**src/rtl/sync_frame_tx.sv**
```systemverilog
// Serial frame transmitter: sends SYNC_CODE then a latched payload, both LSB first,
// one bit per clock, with registered data/data_valid/busy/done.
module sync_frame_tx #(
  parameter int                    SYNC_WIDTH = 4,
  parameter int                    DATA_WIDTH = 8,
  parameter logic [SYNC_WIDTH-1:0] SYNC_CODE  = 4'b1001
) (
  input  logic                  clk,
  input  logic                  Reset,
  input  logic                  start,
  input  logic [DATA_WIDTH-1:0] payload,
  output logic                  data,
  output logic                  data_valid,
  output logic                  busy,
  output logic                  done
);

  localparam int MAXW = (SYNC_WIDTH > DATA_WIDTH) ? SYNC_WIDTH : DATA_WIDTH;
  localparam int CW   = (MAXW > 1) ? $clog2(MAXW) : 1;
  localparam logic [CW-1:0] SYNC_LAST = CW'(SYNC_WIDTH - 1);
  localparam logic [CW-1:0] DATA_LAST = CW'(DATA_WIDTH - 1);

  typedef enum logic [1:0] {IDLE, SYNC, PAYLOAD, DONE} state_t;

  state_t                  state, state_n;
  logic [CW-1:0]           cnt, cnt_n;
  logic [DATA_WIDTH-1:0]   sh, sh_n;
  logic [SYNC_WIDTH-1:0]   sync_rest;
  logic                    data_n, valid_n, done_n;

  always_ff @(posedge clk or negedge Reset) begin
    if (!Reset) begin
      state      <= IDLE;
      cnt        <= '0;
      sh         <= '0;
      data       <= 1'b0;
      data_valid <= 1'b0;
      busy       <= 1'b0;
      done       <= 1'b0;
    end else begin
      state      <= state_n;
      cnt        <= cnt_n;
      sh         <= sh_n;
      data       <= data_n;
      data_valid <= valid_n;
      busy       <= valid_n;
      done       <= done_n;
    end
  end

  // Outputs are computed for the state being entered, so each bit appears
  // the cycle after the decision that selects it.
  always_comb begin
    state_n   = state;
    cnt_n     = cnt;
    sh_n      = sh;
    data_n    = 1'b0;
    valid_n   = 1'b0;
    done_n    = 1'b0;
    sync_rest = SYNC_CODE >> (cnt + 1'b1);
    case (state)
      IDLE: begin
        if (start) begin
          state_n = SYNC;
          cnt_n   = '0;
          sh_n    = payload;
          data_n  = SYNC_CODE[0];
          valid_n = 1'b1;
        end
      end
      SYNC: begin
        valid_n = 1'b1;
        if (cnt == SYNC_LAST) begin
          state_n = PAYLOAD;
          cnt_n   = '0;
          data_n  = sh[0];
        end else begin
          cnt_n  = cnt + 1'b1;
          data_n = sync_rest[0];
        end
      end
      PAYLOAD: begin
        if (cnt == DATA_LAST) begin
          state_n = DONE;
          cnt_n   = '0;
          done_n  = 1'b1;
        end else begin
          cnt_n   = cnt + 1'b1;
          sh_n    = sh >> 1;
          data_n  = sh_n[0];
          valid_n = 1'b1;
        end
      end
      DONE: begin
        state_n = IDLE;
        cnt_n   = '0;
      end
      default: begin
        state_n = IDLE;
        cnt_n   = '0;
      end
    endcase
  end

endmodule

```
**config.mk**
```make
export PLATFORM = sky130hd
export DESIGN_NAME = sync_frame_tx
export DESIGN_NICKNAME = d
export VERILOG_FILES = /design/src/rtl/sync_frame_tx.sv
export SDC_FILE = /design/constraint.sdc
export NUM_CORES = 1
export LEC_CHECK = 0
export ABC_CLOCK_PERIOD_IN_PS = 1800
export CAP_MARGIN = 20
export CORE_MARGIN = 5
export CORE_UTILIZATION = 46
export CTS_BUF_LIST = sky130_fd_sc_hd__clkbuf_4 sky130_fd_sc_hd__clkbuf_8 sky130_fd_sc_hd__clkbuf_16
export DETAILED_ROUTE_END_ITERATION = 7
export MAX_ROUTING_LAYER = met4
export PLACE_DENSITY_LB_ADDON = 0.3
export SLEW_MARGIN = 20
export SYNTH_ARGS = -nofsm -noshare
export SYNTH_HDL_FRONTEND = slang
export SYNTH_SLANG_ARGS = --single-unit
```
**constraint.sdc**
```tcl
create_clock -name clk -period 1.8 [get_ports clk]
set_clock_uncertainty 0.15 [all_clocks]
set_input_delay 0.36 -clock clk [delete_from_list [all_inputs] [get_ports clk]]
set_output_delay 0.36 -clock clk [all_outputs]
set_load 0.005 [all_outputs]
```
==> results of run 1 <==
==> critical path, cell delays in order (launching register included) <==
cell and delay, ns:
sky130_fd_sc_hd__dfrtp_1 0.42, sky130_fd_sc_hd__ha_4 0.19, sky130_fd_sc_hd__ha_4 0.16, sky130_fd_sc_hd__and2_4 0.16
sky130_fd_sc_hd__nor3_4 0.14, sky130_fd_sc_hd__buf_12 0.15, sky130_fd_sc_hd__mux2_4 0.30
==> flip-flops by register name, summed over array words and instances, names as in the netlist <==
signal	flops
state	2
cnt	3
busy	1
data	1
done	1
sh	8
==> layout by cell type, fill, tap and decap left out, types with 2 or more instances in the layout <==
cell type,synthesis,layout
sky130_fd_sc_hd__a211oi_1,2,2
sky130_fd_sc_hd__mux2_2,15,8
sky130_fd_sc_hd__nor2_1,3,3
sky130_fd_sc_hd__clkbuf_4,0,3
sky130_fd_sc_hd__nor2b_1,2,2
sky130_fd_sc_hd__nand2b_1,2,2
sky130_fd_sc_hd__buf_4,1,16
sky130_fd_sc_hd__ha_1,9,5
sky130_fd_sc_hd__inv_1,5,4
sky130_fd_sc_hd__nand2_1,4,4
sky130_fd_sc_hd__dfrtp_1,16,16
sky130_fd_sc_hd__a22oi_1,2,2
sky130_fd_sc_hd__ha_4,0,4
sky130_fd_sc_hd__clkdlybuf4s50_1,0,14
sky130_fd_sc_hd__o21ai_0,4,4
sky130_fd_sc_hd__mux2_4,0,7
==> final cells by class <==
| type | count | area [µm²] | area share |
|---|---|---|---|
| multi-input cells | 54 | 561 | 0.421 |
| well taps | 27 | 33.8 | 0.0254 |
| repair buffers | 31 | 280 | 0.211 |
| clock buffers | 4 | 36.3 | 0.0273 |
| flip-flops and latches | 16 | 400 | 0.301 |
| inverters | 5 | 18.8 | 0.0141 |
==> final timing paths <==
path / startpoint / end / cells past startpoint
min in group clk: sh[6]$_DFFE_PN0P_ / sh[6]$_DFFE_PN0P_ / 1
worst min register to register: sh[6]$_DFFE_PN0P_ / sh[6]$_DFFE_PN0P_ / 1
worst max register to register: cnt[1]$_DFFE_PN0P_ / sh[3]$_DFFE_PN0P_ / 6
worst max-delay path: cnt[1]$_DFFE_PN0P_ / sh[3]$_DFFE_PN0P_ / 6
worst min-delay path: Reset / sh[7]$_DFFE_PN0P_ / 2
max in group asynchronous: Reset / done$_DFF_PN0_ / 2
==> repair_timing <==
action | in CTS | in global routing
endpoints found under the setup margin | 8 | 9
gates resized for setup | 2 | 1
setup buffers | 0 | 3
==> cell families after synthesis <==
| logic type | Yosys count | synth area share |
|---|---|---|
| simple gates | 17 | 0.121 |
| mux | 16 | 0.196 |
| flops | 16 | 0.438 |
| compound gates | 11 | 0.0781 |
| fa+ha+maj | 9 | 0.123 |
| buf+inv | 7 | 0.0342 |
| xor+xnor | 1 | 0.00959 |
==> power breakdown <==
part / switching, mW / internal, mW
registers: 0.0838 / 0.512
logic: 0.547 / 0.892
clock network: 0.117 / 0.123
==> cells in the mapped netlist <==
cell type,number
sky130_fd_sc_hd__nor3_2,1
sky130_fd_sc_hd__nor2b_1,2
sky130_fd_sc_hd__buf_2,1
sky130_fd_sc_hd__inv_1,5
sky130_fd_sc_hd__nand2b_1,2
sky130_fd_sc_hd__o22ai_1,1
sky130_fd_sc_hd__xnor2_1,1
sky130_fd_sc_hd__a21oi_1,1
sky130_fd_sc_hd__o21ai_0,4
sky130_fd_sc_hd__mux2_2,15
sky130_fd_sc_hd__dfrtp_1,16
sky130_fd_sc_hd__buf_4,1
sky130_fd_sc_hd__and2_1,1
sky130_fd_sc_hd__a22oi_1,2
sky130_fd_sc_hd__o311a_1,1
sky130_fd_sc_hd__nor3_4,1
sky130_fd_sc_hd__nand3b_1,1
sky130_fd_sc_hd__and2b_4,1
sky130_fd_sc_hd__a211oi_1,2
sky130_fd_sc_hd__nand2_1,4
sky130_fd_sc_hd__nor2_1,3
sky130_fd_sc_hd__ha_1,9
sky130_fd_sc_hd__mux2i_1,1
sky130_fd_sc_hd__nand4b_1,1
==> routing by layer <==
layer,vias up,global-route usage,part of all wire
met5,-,-,0
met4,0,0.0747,0.016
met3,4,0.0245,0.034
met2,14,0.261,0.50
met1,328,0.186,0.45
li1,333,-,-
==> results.md, run 1 <==
Status:
- The flow ran to the end, and the final reports show no timing, DRC or antenna violations.

Synth:
- When the netlist entered floorplanning its net count stood at 97.
- After synthesis, the cell types taking the most area are sky130_fd_sc_hd__dfrtp_1 (44%), sky130_fd_sc_hd__mux2_2 (18%), sky130_fd_sc_hd__ha_1 (12%).
- The sequential fraction of the synthesis area is 0.438.
- Counting distinct cell types in the post-synthesis netlist gives 24.
- After synthesis the cells add up to 913 µm².
- After synthesis, the mean cell area works out to 11.9 µm².
- Synthesis inferred 16 register bits.
- For this run, the number of Yosys warnings is 0.
- The top cell type by total area after synthesis is sky130_fd_sc_hd__dfrtp_1.
- The area share of the largest cell type after synthesis is 0.438.
- After technology mapping, the gate count stands at 77.

Final layout:
- Compared with the post-synthesis result, the final layout area differs by 45.6%.
- The final antenna diode count is 0.
- The post-layout net count is 131.
- At the end of the flow the core is filled with cells to 0.692.
- The share of cells above drive strength 1 is 0.409.
- The count of fill cells added during filler insertion is 151.
- With fillers left out, the area of the finished cells amounts to 1330 µm².
- The finished layout holds 137 standard cells, fillers aside.

Clocking:
- The buffer depth of the longest clock path is 2.
- The root cell of the clock tree is sky130_fd_sc_hd__clkbuf_4.
- Clock tree synthesis found a total of 16 sinks.
- The clock tree from TritonCTS is done.
- The clock-pin slew on the worst setup and hold paths is 0.10 ns.
- Clock latency on the worst-skew pair, taken at its later pin, is 0.29 ns.
- After clock tree synthesis, the flow added hold-fix buffers numbering 0.
- In this run, CTS created clock tree buffers numbering 3.
- In this run the number of H-tree levels came out at 1.

Timing:
- The worst setup margin is 0.0219 ns.
- The worst path in the final design needs a cycle of 1.78 ns, including I/O delays and setup.
- The relative max-transition margin is 0.831.
- The number of hold violations in the final report was 0.
- Summed over all failing endpoints, the final setup total negative slack is 0 ns.
- Setup repair after global routing could not meet its margin everywhere.
- Setup violations remaining at the end of the flow were counted as 0.
- For the pin with the worst max-slew slack, the measured transition is 0.254 ns.
- The worst-case hold slack is 0.231 ns.
- The final-report max-slew violation count came to 0.
- For this run, the top clock speed supported by timing is 0.562 GHz.
- The final worst-path cycle share is 0.988.

Drt:
- The initial DRC count is 9.
- The first detailed-routing pass ran for 4 iterations.
- The routed layout has 679 vias.
- The mean number of vias per cell is 4.96.
- In the routed design, unresolved DRC markers number 0.
- The total wire length is 1770 µm.
- After detailed routing, the average wire length per cell comes to 12.9 µm.
- The post-detailed-route count of antenna-violating nets is 0.

Place:
- The worst setup timing slack at the placement stage is -0.198 ns.
- The instance count after placement with tap cells included is 130.
- The total cell area at the placement stage is 1260 µm².
- The number of buffers added on ports is 14.
- The detailed placement HPWL is 1410 µm.
- At the end of routability-driven placement, the weighted congestion stood at 0.830.

Global routing:
- The first global-routing pass estimated 3250 µm of wire.
- For this run the aggregate overflow at the end of global routing stands at 0.
- The combined global-route utilization of all metal layers is 0.157.
- Entering global routing, the biggest net connects 17 pins.
- The number of global-route vias before repair was 754.
- The initial antenna violation count is 0.

Worst setup path:
- The worst path arrival time is 1.81 ns.
- STA puts the critical path data required time at 1.83 ns.
- The endpoint type of the worst setup path is a flop.
- The type of the worst setup path is reg2reg.
- STA classifies the critical path startpoint as a flop.
- The setup slack of the most critical reg-to-reg path is 0.02 ns.
- Of all nets on the critical path, the largest fanout is 8.

Power and ir drop:
- The power density relative to cell area is 1710 nW/µm².
- The design draws 2.27 mW.
- The leakage power figure is 0.595 nW.
- The maximum ir drop on the vdd rail is 1020 µV.

Floorplan:
- For this design the top-level I/O count stands at 15.
- The floorplan step defined a die boundary enclosing 2980 µm².
- In this run the core area contains 16 standard-cell rows.
- The area inside the core boundary is 1920 µm².
- The die is 54.6 µm wide.
- The initial utilization of the core area, before any placement, comes to 0.475.
- Measured along the y axis, the die boundary spans 54.6 µm.

Min path:
- The worst min-delay path class is in2async.

Flow run:
- The tool flagged a number of max-cap violations equal to 0.
Note: power is estimated with default switching activity, not from simulation.
==> inputs of run 2 (changes only) <==
--- a/config.mk
+++ b/config.mk
@@ -12,8 +12,8 @@
 export CTS_BUF_LIST = sky130_fd_sc_hd__clkbuf_4 sky130_fd_sc_hd__clkbuf_8 sky130_fd_sc_hd__clkbuf_16
 export DETAILED_ROUTE_END_ITERATION = 7
 export MAX_ROUTING_LAYER = met4
-export PLACE_DENSITY_LB_ADDON = 0.3
-export SLEW_MARGIN = 20
+export PLACE_DENSITY = 0.73
+export SLEW_MARGIN = 25
 export SYNTH_ARGS = -nofsm -noshare
 export SYNTH_HDL_FRONTEND = slang
 export SYNTH_SLANG_ARGS = --single-unit
==> run 2 against run 1 <==
Against the previous run:
- total power fell by 1.5%
- worst hold slack improved by 0.0055 ns
- cell count down 2.2%
- fmax down 0.36%
- sequential power about the same
- global-route usage is 0.30 points higher
- critical path depth unchanged
- clock power down 21%
- critical endpoint is now sh[2]$_DFFE_PN0P_
- largest cell class unchanged
==> results.md, run 2 (synthesized netlist as in run 1, its figures left out) <==
Final layout:
- The number of flip-flops under the largest register name was 8 (unchanged).
- The final antenna diode count is 0 (unchanged).
- The post-layout net count came to 129 (-1.5%).
- Relative to the synthesized area, the layout overhead comes to 44.8%.
- In the final layout, the registers with the most flip-flops are sh: 8 flops, cnt: 3 flops, state: 2 flops.
- In the layout the commonest cells are sky130_fd_sc_hd__dfrtp_1 (16), sky130_fd_sc_hd__clkdlybuf4s50_1 (14), sky130_fd_sc_hd__buf_4 (14).
- The share of cells above drive strength 1 is 0.411 (+0.00212).
- Leaving out fill and tap cells, the most frequent cell in the layout is sky130_fd_sc_hd__dfrtp_1.
- The top register by number of flip-flops is sh.
- The utilization after layout was 0.688 (-0.00391).

Floorplan:
- The die footprint is 2980 µm² (unchanged).
- The height of the die was 54.6 µm (unchanged).
- The number of top-level pins came to 15 (unchanged).
- The starting density of the core is 0.475 (unchanged).
- The die span in x is 54.6 µm (unchanged).
- The area inside the core boundary was 1920 µm² (unchanged).
- The count of standard-cell rows is 16 (unchanged).

Global routing:
- The number of global-route vias before repair was 716 (-5.0%).
- The maximum number of pins on one net before global-route repair is 17 (unchanged).
- The met3 usage is 0.0327 (+0.00817).
- After global routing, the most crowded layer is met2.
- The global-route wire length before repair is 3240 µm (-0.40%).
- The initial antenna violation count is 0 (unchanged).
- The combined global-route utilization of all metal layers was 0.160 (+0.00303).
- The met1 track demand over resource was 0.178 (-0.00815).
- The met2 usage in global routing is 0.273 (+0.0120).
- The total overflow reported by the global router is 0 (unchanged).

Clocking:
- The clock-pin slew on the worst setup and hold paths is 0.10 ns (about the same).
- The total clock buffers created by CTS came to 3 (unchanged).
- The root cell of the clock tree is sky130_fd_sc_hd__clkbuf_4.
- The clock tree from TritonCTS is done.
- The quantity of hold-fixing buffers added after cts is 0 (unchanged).
- The latest clock arrival within the worst-skew pair came to 0.28 ns (about the same).
- The number of sinks handled by clock tree synthesis is 16 (unchanged).
- The total number of H-tree levels is 1 (unchanged).
- The buffer depth of the longest clock path was 2 (unchanged).

Timing:
- The relative max-transition margin is 0.825 (-0.00530).
- The worst-case hold slack is 0.237 ns (+0.00546 ns).
- The number of hold violations in the final report is 0 (unchanged).
- Setup repair after global routing could not meet its margin everywhere.
- The final critical delay including setup and external delays is 1.78 ns (+0.00645 ns).
- The fmax was 0.560 GHz (-0.36%).
- The transition time at the pin with the least slew margin is 0.261 ns (+0.00705 ns).
- The total negative slack for setup checks is 0 ns (unchanged).
- The setup violation total in the final timing report came to 0 (unchanged).
- The final worst-path cycle share is 0.991 (+0.00358).
- The final-report max-slew violation count is 0 (unchanged).

Drt:
- The detailed-router iteration count before antenna repair is 4 (unchanged).
- The number of vias after detailed routing was 683 (+0.59%).
- The number of remaining DRC errors is 0 (unchanged).
- The total wire length is 1880 µm (+6.5%).
- The routed length per placed instance is 14.1 µm (+8.9%).
- The post-detailed-route count of antenna-violating nets is 0 (unchanged).
- The mean number of vias per cell is 5.10 (+2.8%).
- The initial DRC count is 4 (-5).

Power and ir drop:
- The power density relative to cell area is 1690 nW/µm² (-0.90%).
- The leakage power figure is 0.585 nW (-1.8%).
- The maximum ir drop on the vdd rail is 1240 µV (+22%).

Place:
- The number of buffers added on ports is 14 (unchanged).
- The final RePlAce weighted congestion is 0.860 (+3.6%).
- The detailed placement HPWL came to 1460 µm (+3.3%).

Worst setup path:
- Walking the worst path, the cells encountered are ha_4 > ha_4 > and2_4 > nor3_4 > buf_12 > mux2_4.
- The longest individual stage delay on the worst path is 0.42 ns (about the same).
- Broken down by cell family, the worst path's largest delay share belongs to flip-flops.
- The worst setup path is captured at a flop.
- The worst path arrival time is 1.80 ns (about the same).
- Counting stages on the worst path, the most repeated cell is sky130_fd_sc_hd__ha_4.
- The slowest stage of the critical path is the sky130_fd_sc_hd__dfrtp_1 cell.
- The type of the worst setup path is reg2reg.
- The kind of start point of the critical path is a flop.
- The largest fanout of any net on the critical path was 8 (unchanged).
- The required time of the critical path is 1.82 ns (about the same).
- The buffers plus inverters on the worst setup path is 1 (unchanged).

Flow run:
- The max-cap check violation count is 0 (unchanged).

Status:
- The run finished with clean final reports.

Min path:
- The worst hold path belongs to the class in2async.
-- run 2: stage by stage --
stage / setup slack [ns] / cell area [µm²] / power [mW] / instances
after floorplan: -0.0430 / 980 / 1.49 / 77
after global placement: -0.187 / 1240 / 1.93 / 128
after detailed placement: -0.209 / 1240 / 1.97 / 128
after CTS: 0.000786 / 1290 / 2.21 / 133
after global routing: -0.0440 / 1320 / 2.41 / 134
final: 0.0155 / 1320 / 2.24 / 134
-- run 2: area by class of cell --
cell class                      instances  area (µm²)
Clock buffer                            3        22.5
Sequential cell                        16         400
Multi-Input combinational cell         54         582
Timing Repair Buffer                   29         265
Inverter                                5        18.8
Fill cell                             146         599
Tap cell                               27        33.8
-- run 2: timing repair --
item,in CTS,in global routing
buffers inserted,2,1
resized for setup,2,5
setup endpoints to repair,8,9
pin swaps,1,1
-- run 2: path summary, 6_finish.rpt --
check	end	slack, ns	from	cells after the start
worst min-delay path	sh[5]$_DFFE_PN0P_	0.24	Reset	2
worst min register to register	sh[5]$_DFFE_PN0P_	0.37	sh[5]$_DFFE_PN0P_	1
worst max register to register	sh[2]$_DFFE_PN0P_	0.02	cnt[1]$_DFFE_PN0P_	6
min in group clk	sh[5]$_DFFE_PN0P_	0.37	sh[5]$_DFFE_PN0P_	1
max in group asynchronous	state[0]$_DFFE_PN0P_	1.08	Reset	2
worst max-delay path	sh[2]$_DFFE_PN0P_	0.02	cnt[1]$_DFFE_PN0P_	6
-- run 2: power breakdown --
group | switching [mW] | total, mW | leakage, nW | internal, mW
combinational | 0.567 | 1.45 | 0.371 | 0.887
sequential | 0.0860 | 0.598 | 0.200 | 0.512
clock | 0.111 | 0.189 | 0.0138 | 0.0775
-- run 2: metal layers --
metal / vias to the layer above / part of all wire
met3: 4 / 0.027
met5: - / 0
met1: 335 / 0.43
met4: 0 / 0.0090
met2: 12 / 0.53
li1: 332 / -
